--- src/rtl/drm_sdp_fifo_if.sv ---
// User-side handshake of the DRM-backed FIFO: the producer/consumer (master) and the FIFO (slave).
interface drm_sdp_fifo_if #(
   parameter int ADDR_W = 7,
   parameter int DATA_W = 8
);
   logic              push;
   logic [DATA_W-1:0] push_data;
   logic              full;
   logic              almost_full;
   logic              pop;
   logic [DATA_W-1:0] pop_data;
   logic              pop_valid;
   logic              empty;
   logic              almost_empty;
   logic [ADDR_W:0]   count;
   logic              overflow;
   logic              underflow;

   modport master (
      output push, push_data, pop,
      input  full, almost_full, pop_data, pop_valid, empty, almost_empty,
             count, overflow, underflow
   );

   modport slave (
      input  push, push_data, pop,
      output full, almost_full, pop_data, pop_valid, empty, almost_empty,
             count, overflow, underflow
   );
endinterface

--- src/rtl/drm_sdp_fifo_ctrl.sv ---
// FIFO controller sequencing an external simple-dual-port DRM with 1-cycle read latency.
// Pointers are ADDR_W bits; full/empty come from the occupancy count.
module drm_sdp_fifo_ctrl #(
   parameter int ADDR_W    = 7,
   parameter int DATA_W    = 8,
   parameter int AFULL_TH  = 120,
   parameter int AEMPTY_TH = 8
) (
   input  logic              clk,
   input  logic              rst,
   drm_sdp_fifo_if.slave     bus,
   output logic              ram_wr_en,
   output logic [ADDR_W-1:0] ram_wr_addr,
   output logic [DATA_W-1:0] ram_wr_data,
   output logic              ram_wr_byte_en,
   output logic [ADDR_W-1:0] ram_rd_addr,
   input  logic [DATA_W-1:0] ram_rd_data
);
   localparam logic [ADDR_W-1:0] PTR_ONE  = 1;
   localparam logic [ADDR_W:0]   CNT_ONE  = 1;
   localparam logic [ADDR_W:0]   CNT_FULL = {1'b1, {ADDR_W{1'b0}}};
   localparam logic [ADDR_W:0]   AF_TH    = AFULL_TH[ADDR_W:0];
   localparam logic [ADDR_W:0]   AE_TH    = AEMPTY_TH[ADDR_W:0];

   logic [ADDR_W-1:0] wptr_reg, wptr_next;
   logic [ADDR_W-1:0] rptr_reg, rptr_next;
   logic [ADDR_W:0]   count_reg, count_next;
   logic              full_reg, empty_reg;
   logic              afull_reg, aempty_reg;
   logic              pop_valid_reg;
   logic              overflow_reg, underflow_reg;
   logic              push_acc, pop_acc;

   // Acceptance uses the registered flags, so a pop on an empty FIFO never bypasses a same-cycle push.
   always_comb begin
      push_acc   = bus.push & ~full_reg;
      pop_acc    = bus.pop & ~empty_reg;
      wptr_next  = wptr_reg;
      rptr_next  = rptr_reg;
      count_next = count_reg;
      if (push_acc) wptr_next = wptr_reg + PTR_ONE;
      if (pop_acc)  rptr_next = rptr_reg + PTR_ONE;
      case ({push_acc, pop_acc})
         2'b10:   count_next = count_reg + CNT_ONE;
         2'b01:   count_next = count_reg - CNT_ONE;
         default: count_next = count_reg;
      endcase
   end

   always_ff @(posedge clk or posedge rst) begin
      if (rst) begin
         wptr_reg      <= '0;
         rptr_reg      <= '0;
         count_reg     <= '0;
         full_reg      <= 1'b0;
         empty_reg     <= 1'b1;
         afull_reg     <= 1'b0;
         aempty_reg    <= 1'b1;
         pop_valid_reg <= 1'b0;
         overflow_reg  <= 1'b0;
         underflow_reg <= 1'b0;
      end else begin
         wptr_reg      <= wptr_next;
         rptr_reg      <= rptr_next;
         count_reg     <= count_next;
         full_reg      <= (count_next == CNT_FULL);
         empty_reg     <= (count_next == '0);
         afull_reg     <= (count_next >= AF_TH);
         aempty_reg    <= (count_next <= AE_TH);
         pop_valid_reg <= pop_acc;
         if (bus.push && full_reg)  overflow_reg  <= 1'b1;
         if (bus.pop  && empty_reg) underflow_reg <= 1'b1;
      end
   end

   assign ram_wr_en      = push_acc;
   assign ram_wr_addr    = wptr_reg;
   assign ram_wr_data    = bus.push_data;
   assign ram_wr_byte_en = 1'b1;
   assign ram_rd_addr    = rptr_reg;

   // The RAM has no output register, so its read data lines up with pop_valid directly.
   assign bus.pop_data     = ram_rd_data;
   assign bus.pop_valid    = pop_valid_reg;
   assign bus.full         = full_reg;
   assign bus.empty        = empty_reg;
   assign bus.almost_full  = afull_reg;
   assign bus.almost_empty = aempty_reg;
   assign bus.count        = count_reg;
   assign bus.overflow     = overflow_reg;
   assign bus.underflow    = underflow_reg;
endmodule
--- src/flat_wrapper.sv ---
// flat-port wrapper written by rule: the top's interface ports become plain ports
module drm_sdp_fifo_ctrl_flat 
#(
   parameter int ADDR_W    = 7,
   parameter int DATA_W    = 8,
   parameter int AFULL_TH  = 120,
   parameter int AEMPTY_TH = 8
)
  (clk, rst, ram_wr_en, ram_wr_addr, ram_wr_data, ram_wr_byte_en, ram_rd_addr, ram_rd_data, bus_push, bus_push_data, bus_pop, bus_full, bus_almost_full, bus_pop_data, bus_pop_valid, bus_empty, bus_almost_empty, bus_count, bus_overflow, bus_underflow);
  drm_sdp_fifo_if #(.ADDR_W(ADDR_W), .DATA_W(DATA_W)) bus_i ();
  input  logic clk;
  input  logic rst;
  output logic ram_wr_en;
  output logic [ADDR_W-1:0] ram_wr_addr;
  output logic [DATA_W-1:0] ram_wr_data;
  output logic ram_wr_byte_en;
  output logic [ADDR_W-1:0] ram_rd_addr;
  input  logic [DATA_W-1:0] ram_rd_data;
  input wire logic [$bits(bus_i.push)-1:0] bus_push;
  input wire logic [$bits(bus_i.push_data)-1:0] bus_push_data;
  input wire logic [$bits(bus_i.pop)-1:0] bus_pop;
  output wire logic [$bits(bus_i.full)-1:0] bus_full;
  output wire logic [$bits(bus_i.almost_full)-1:0] bus_almost_full;
  output wire logic [$bits(bus_i.pop_data)-1:0] bus_pop_data;
  output wire logic [$bits(bus_i.pop_valid)-1:0] bus_pop_valid;
  output wire logic [$bits(bus_i.empty)-1:0] bus_empty;
  output wire logic [$bits(bus_i.almost_empty)-1:0] bus_almost_empty;
  output wire logic [$bits(bus_i.count)-1:0] bus_count;
  output wire logic [$bits(bus_i.overflow)-1:0] bus_overflow;
  output wire logic [$bits(bus_i.underflow)-1:0] bus_underflow;
  assign bus_i.push = bus_push;
  assign bus_i.push_data = bus_push_data;
  assign bus_i.pop = bus_pop;
  assign bus_full = bus_i.full;
  assign bus_almost_full = bus_i.almost_full;
  assign bus_pop_data = bus_i.pop_data;
  assign bus_pop_valid = bus_i.pop_valid;
  assign bus_empty = bus_i.empty;
  assign bus_almost_empty = bus_i.almost_empty;
  assign bus_count = bus_i.count;
  assign bus_overflow = bus_i.overflow;
  assign bus_underflow = bus_i.underflow;
  drm_sdp_fifo_ctrl #(.ADDR_W(ADDR_W), .DATA_W(DATA_W), .AFULL_TH(AFULL_TH), .AEMPTY_TH(AEMPTY_TH)) u_core (.clk(clk), .rst(rst), .bus(bus_i), .ram_wr_en(ram_wr_en), .ram_wr_addr(ram_wr_addr), .ram_wr_data(ram_wr_data), .ram_wr_byte_en(ram_wr_byte_en), .ram_rd_addr(ram_rd_addr), .ram_rd_data(ram_rd_data));
endmodule
--- config.mk ---
export PLATFORM = sky130hd
export DESIGN_NAME = drm_sdp_fifo_ctrl_flat
export DESIGN_NICKNAME = d
export VERILOG_FILES = /design/src/rtl/drm_sdp_fifo_if.sv /design/src/rtl/drm_sdp_fifo_ctrl.sv /design/src/flat_wrapper.sv
export SDC_FILE = /design/constraint.sdc
export NUM_CORES = 1
export LEC_CHECK = 0
export ABC_CLOCK_PERIOD_IN_PS = 6100
export CORE_UTILIZATION = 30
export DETAILED_ROUTE_END_ITERATION = 8
export RECOVER_POWER = 25
export SYNTH_ARGS = -nofsm -noshare
export SYNTH_HDL_FRONTEND = slang
export SYNTH_SLANG_ARGS = --single-unit
--- constraint.sdc ---
create_clock -name clk -period 6.1 [get_ports clk]
set_input_delay 1.22 -clock clk [delete_from_list [all_inputs] [get_ports clk]]
set_output_delay 1.22 -clock clk [all_outputs]
set_load 0.005 [all_outputs]
# --- Yosys cells after proc, flatten, opt, wreduce, memory -nomap -nowiden ---
# Index checks and enable logic that the tools add are counted.
totals:
  reg_bits: 29
  latchBits: 0
  ram_bits: 0
  rom_bits: 0
  inputBits: 20
  output_inout_bits: 47
  word_cells: 27
  mem_count: 0
classes:
  n_addsub: 4
  n_mul: 0
  div: 0
  magnitude_cmp: 2
  n_eq_ne: 3
  shift: 0
  muxes: 1
  bitwise_logic: 4
  n_reduce_logical: 3
ops:
  columns: ["operator", "count"]
  rows:
  - ["$pmux W8 S2", 1]
  - ["$add A7 B1 Y7 const B", 2]
  - ["$add A8 B1 Y8 const B", 1]
  - ["$eq A8 B8 Y1 const B", 1]
  - ["$ge A8 B7 Y1 const B", 1]
  - ["$le A8 B4 Y1 const B", 1]
  - ["$logic_not A8 Y1", 1]
  - ["$sub A8 B1 Y8 const B", 1]
  - ["$and A1 B1 Y1", 2]
  - ["$eq A2 B1 Y1 const B", 1]
  - ["$eq A2 B2 Y1 const B", 1]
  - ["$logic_and A1 B1 Y1", 2]
  - ["$not A1 Y1", 2]

# --- Logic depth before layout (Yosys ltp) ---
depth:
  ltp_word: 5
  mapped_depth: 12
  ltp_nobuf: 11

# --- Worst setup path after synthesis ---
# Ideal clock, no wire load.
synth_path:
  path_type: "input to register"
  from: "input bus_pop"
  to: "register u_core.full_reg, in the netlist u_core.bus.full"
  setup_ps: 95
  t_arrival_ps: 3389
  required_time_ps: 6005
  slack_ps: 2616
  stages: 10
  n_path_buf: 2
  cell_sequence: "nand2b_1 > buf_1 > inv_1 > ha_1 > clkbuf_1 > or4b_2 > a21oi_1 > or3b_2 > nand3_1 > nor4b_2"
synth_via:
  elab_chain_cells: 4
  elab_cells_between_ends: 5
  cone_classes: "eq/ne: 3; mux: 1; bitwise: 1"
synth_lines:
  columns: ["element", "line_no", "text"]
  rows:
  - ["from (decl)", "flat_wrapper.sv:21", "input wire logic [$bits(bus_i.pop)-1:0] bus_pop;"]
  - ["$and A1 B1 Y1 *", "drm_sdp_fifo_ctrl.sv:37", "pop_acc = bus.pop & ~empty_reg;"]
  - ["$eq A2 B1 Y1 or $eq A2 B2 Y1 (tied branches)", "drm_sdp_fifo_ctrl.sv:43", "case ({push_acc, pop_acc})"]
  - ["$pmux W8 S2 *", "drm_sdp_fifo_ctrl.sv:43", null]
  - ["$eq A8 B8 Y1 *", "drm_sdp_fifo_ctrl.sv:66", "full_reg <= (count_next == CNT_FULL);"]
  - ["to (signal assigned)", "drm_sdp_fifo_ctrl.sv:66", null]
  - ["to (decl)", "drm_sdp_fifo_ctrl.sv:28", "logic full_reg, empty_reg;"]
# Mark *: on every way between the ends. The rest lies on a longest branch, timed or not.
# A chain may end at the register's enable or synchronous reset.

# --- Final worst setup path ---
layout_path:
  from: "input bus_pop"
  to: "register u_core.full_reg, in the netlist u_core.bus.full"
layout_via:
  elab_chain_cells: 4
  elab_cells_between_ends: 5
  cone_classes: "eq/ne: 3; mux: 1; bitwise: 1"
layout_lines:
  columns: ["element", "line_no", "text"]
  rows:
  - ["$and A1 B1 Y1 *", "drm_sdp_fifo_ctrl.sv:37", null]
  - ["named net u_core.pop_acc", "drm_sdp_fifo_ctrl.sv:32", "logic push_acc, pop_acc;"]
  - ["$eq A2 B1 Y1 or $eq A2 B2 Y1 (tied branches)", "drm_sdp_fifo_ctrl.sv:43", null]
  - ["$pmux W8 S2 *", "drm_sdp_fifo_ctrl.sv:43", null]
  - ["$eq A8 B8 Y1 *", "drm_sdp_fifo_ctrl.sv:66", null]
# Mark *: on every way through the listed nets, which the timed path passes. The rest lies on a longest branch.

==> impl_metrics.yaml <==
clock_tree:
  cts_max_level: 2
  postCtsSetupRepairBufs: 0
  cts.clk_slew.worst_paths_ns: 0.07
  cts_buffers: 5
  cts_tree: "built"
  clockBufferDepth: 2
  ctsRootBufferMaster: "clkbuf_8"
  hold_buffers: 0
  clk_latency_ns: 0.28
  cts_resized: 0
  clock_sinks: 29
global_route:
  grt_overflow: 0
  grt_max_degree: 30
  grt_pass1_vias: 1349
  grt_pass1_wl_um: 6550
  grt_antenna_before_repair: 0
  grt_use_total: 0.136
floorplanning:
  ioPinCount: 67
  die_x_um: 79.1
  dieArea_mm2: 0.00626
  die_h_um: 79.1
  rows: 27
  core_mm2: 0.00561
  start_util: 0.318
sta:
  relSlewSlack: 0.271
  final_max_slew_viol_count: 0
  hold_ws_ns: 0.450
  hold_viol_final: 0
  fmax_mhz: 229
  min_period_over_period: 0.716
  worstMarginPinSlew_ns: 1.09
  post-route-min-period_ns: 4.37
  rsz0062_at_grt: "no"
  skew_ns: 0.00467
  setup_violations: 0
  fin_setup_tns_ns: 0
critical_path:
  critical_path.startpoint_type: "primary input"
  end_kind: "flip-flop"
  cp_data_arrival_time_ns: 4.56
  cp.required_ns: 6.29
  r2r_slack_ns: 2.63
  crit_slowest_cell: "or4b_2"
  crit_chain: "dlygate4sd3_1 > nand2b_1 > clkinv_1 > nand2_1 > xnor2_1 > ha_1 > or4b_2 > a21oi_1 > or3b_2 > nand3_1 > nor4b_2"
  timing.rr.end: "u_core.bus.full"
  worstSetupPathType: "in -> reg"
  max_stage_delay_ns: 0.61
  crit_fanout: 13
  r2r_start: "u_core.bus.empty"
  r2r_cells: 10
drt:
  ant_nets: 0
  dr.pass1.iters: 4
  vias: 1341
  vias_per_cell: 4.95
  drc: 0
  wirelength_um: 3680
  drtIter0Drc: 95
  avgRoutedWirePerCell_um: 13.6
hold_path:
  worstHoldPathCells: 1
  holdPathEnd: "u_core.bus.overflow"
  hold_start: "u_core.bus.overflow"
  hold_class: "reg -> reg"
final_layout:
  layout_commonest_cell: "dfrtp_1"
  largest_reg_flops: 8
  synthToLayoutAreaGrowth_pct: 18.2
  postLayoutCellArea_mm2: 0.00211
  num-nets-final: 222
  layout-drive-gt1-share: 0.111
  diodes: 0
  layout_common_cells: "27 x dfrtp_1, 23 x clkdlybuf4s50_1, 20 x nand2_1"
  fin_cells: 271
synth:
  ys_async_sr_fraction: 1.00
  synth_nets: 209
  ys_warn_count: 0
  synth.distinct_cells: 51
  avgSynthCellArea_um2: 9.64
  synth.cell_area_mm2: 0.00178
  ys_ff_latch: 29
  ys.flop_type: "dfrtp_1"
  synth-edff-count: 0
  netlist_instances: 185
  yosysSeqAreaShare: 0.408
place:
  hpwl_um: 2670
  gp_congestion: 0.874
  place_area_mm2: 0.00202
  placed_cells: 263
  portBuffers: 33
run:
  cap_violations: 0
power:
  p_leak_nw: 0.870
  power_mw: 1.02
  max-vdd-ir-drop_v: 0.000257
  power_density_mw_per_mm2: 482
status:
  status: "finished clean"
power by group:
part           switching [mW]  internal, mW  total (mW)
combinational           0.193         0.270       0.464
clock                  0.0776        0.0785       0.156
sequential              0.121         0.277       0.398
total                   0.392         0.625        1.02
cells in the mapped netlist (all sizes together), types with 2 or more instances:
cell | count | area [um^2]
nand2 | 20 | 75.1
a21oi | 6 | 30.0
or3b | 2 | 20.0
xnor2 | 13 | 114
clkbuf | 3 | 11.3
nand4 | 6 | 37.5
a211oi | 3 | 22.5
dfstp | 2 | 52.6
o21ai | 5 | 25.0
nor3 | 6 | 30.0
nor4 | 5 | 31.3
ha | 4 | 50.1
dfrtp | 27 | 676
buf | 24 | 170
inv | 7 | 26.3
nand3 | 5 | 25.0
nor2 | 7 | 26.3
a21o | 4 | 30.0
xor2 | 4 | 35.0
or2 | 2 | 15.0
nand2b | 5 | 31.3
or3 | 2 | 12.5
kinds of logic (layout without fill, tap and decap cells):
| logic type | count (synthesis) | count (layout) | share of synthesized area |
|---|---|---|---|
| compound gates | 33 | 33 | 0.155 |
| fa+ha+maj | 4 | 4 | 0.0281 |
| mux | 1 | 1 | 0.00631 |
| flops | 29 | 29 | 0.408 |
| xor+xnor | 17 | 17 | 0.0834 |
| buf+inv | 35 | 49 | 0.119 |
| other cells | 1 | 1 | 0.00210 |
| simple gates | 65 | 65 | 0.198 |
worst max path at each step:
stage             from                      end  cells past startpoint
4_1_cts        bus_pop          u_core.bus.full                     11
3_5_place_dp   bus_pop          u_core.bus.full                     11
6_report       bus_pop          u_core.bus.full                     11
3_3_place_gp   bus_pop          u_core.bus.full                     11
2_1_floorplan  bus_pop          u_core.bus.full                     10
5_1_grt        bus_pop  u_core.bus.almost_empty                     12
area by class of cell:
| cell class | instances | area, um^2 |
|---|---|---|
| clock buffer | 5 | 68.8 |
| clock inverter | 3 | 17.5 |
| fill | 580 | 3500 |
| inverter | 8 | 30.0 |
| multi-input combinational | 121 | 845 |
| sequential | 29 | 728 |
| tap | 72 | 90.1 |
| timing repair buffer | 33 | 330 |
layer usage:
metal  GRT usage  wire length, um
met4      0.0655               73
met1       0.177             1700
met3      0.0356              203
met2       0.208             1700
met5           0                0
through the flow:
| stage | setup WS, ns | util |
|---|---|---|
| detailed placement | 1.56 | 0.361 |
| finish | 1.73 | 0.376 |
| global placement | 1.67 | 0.361 |
| floorplan | 2.62 | - |
| global route | 1.29 | 0.376 |
| CTS | 1.84 | 0.376 |
critical path, delay by kind of cell:
| family | cells | cell delay [ns] |
|---|---|---|
| AOI/OAI and AO/OA | 1 | 0.12 |
| xor gates and xnor gates | 1 | 0.16 |
| adders and majority gates | 1 | 0.29 |
| buffers and inverters | 2 | 0.96 |
| and+or+nand+nor | 6 | 1.80 |
(Power assumes the default switching activity.)
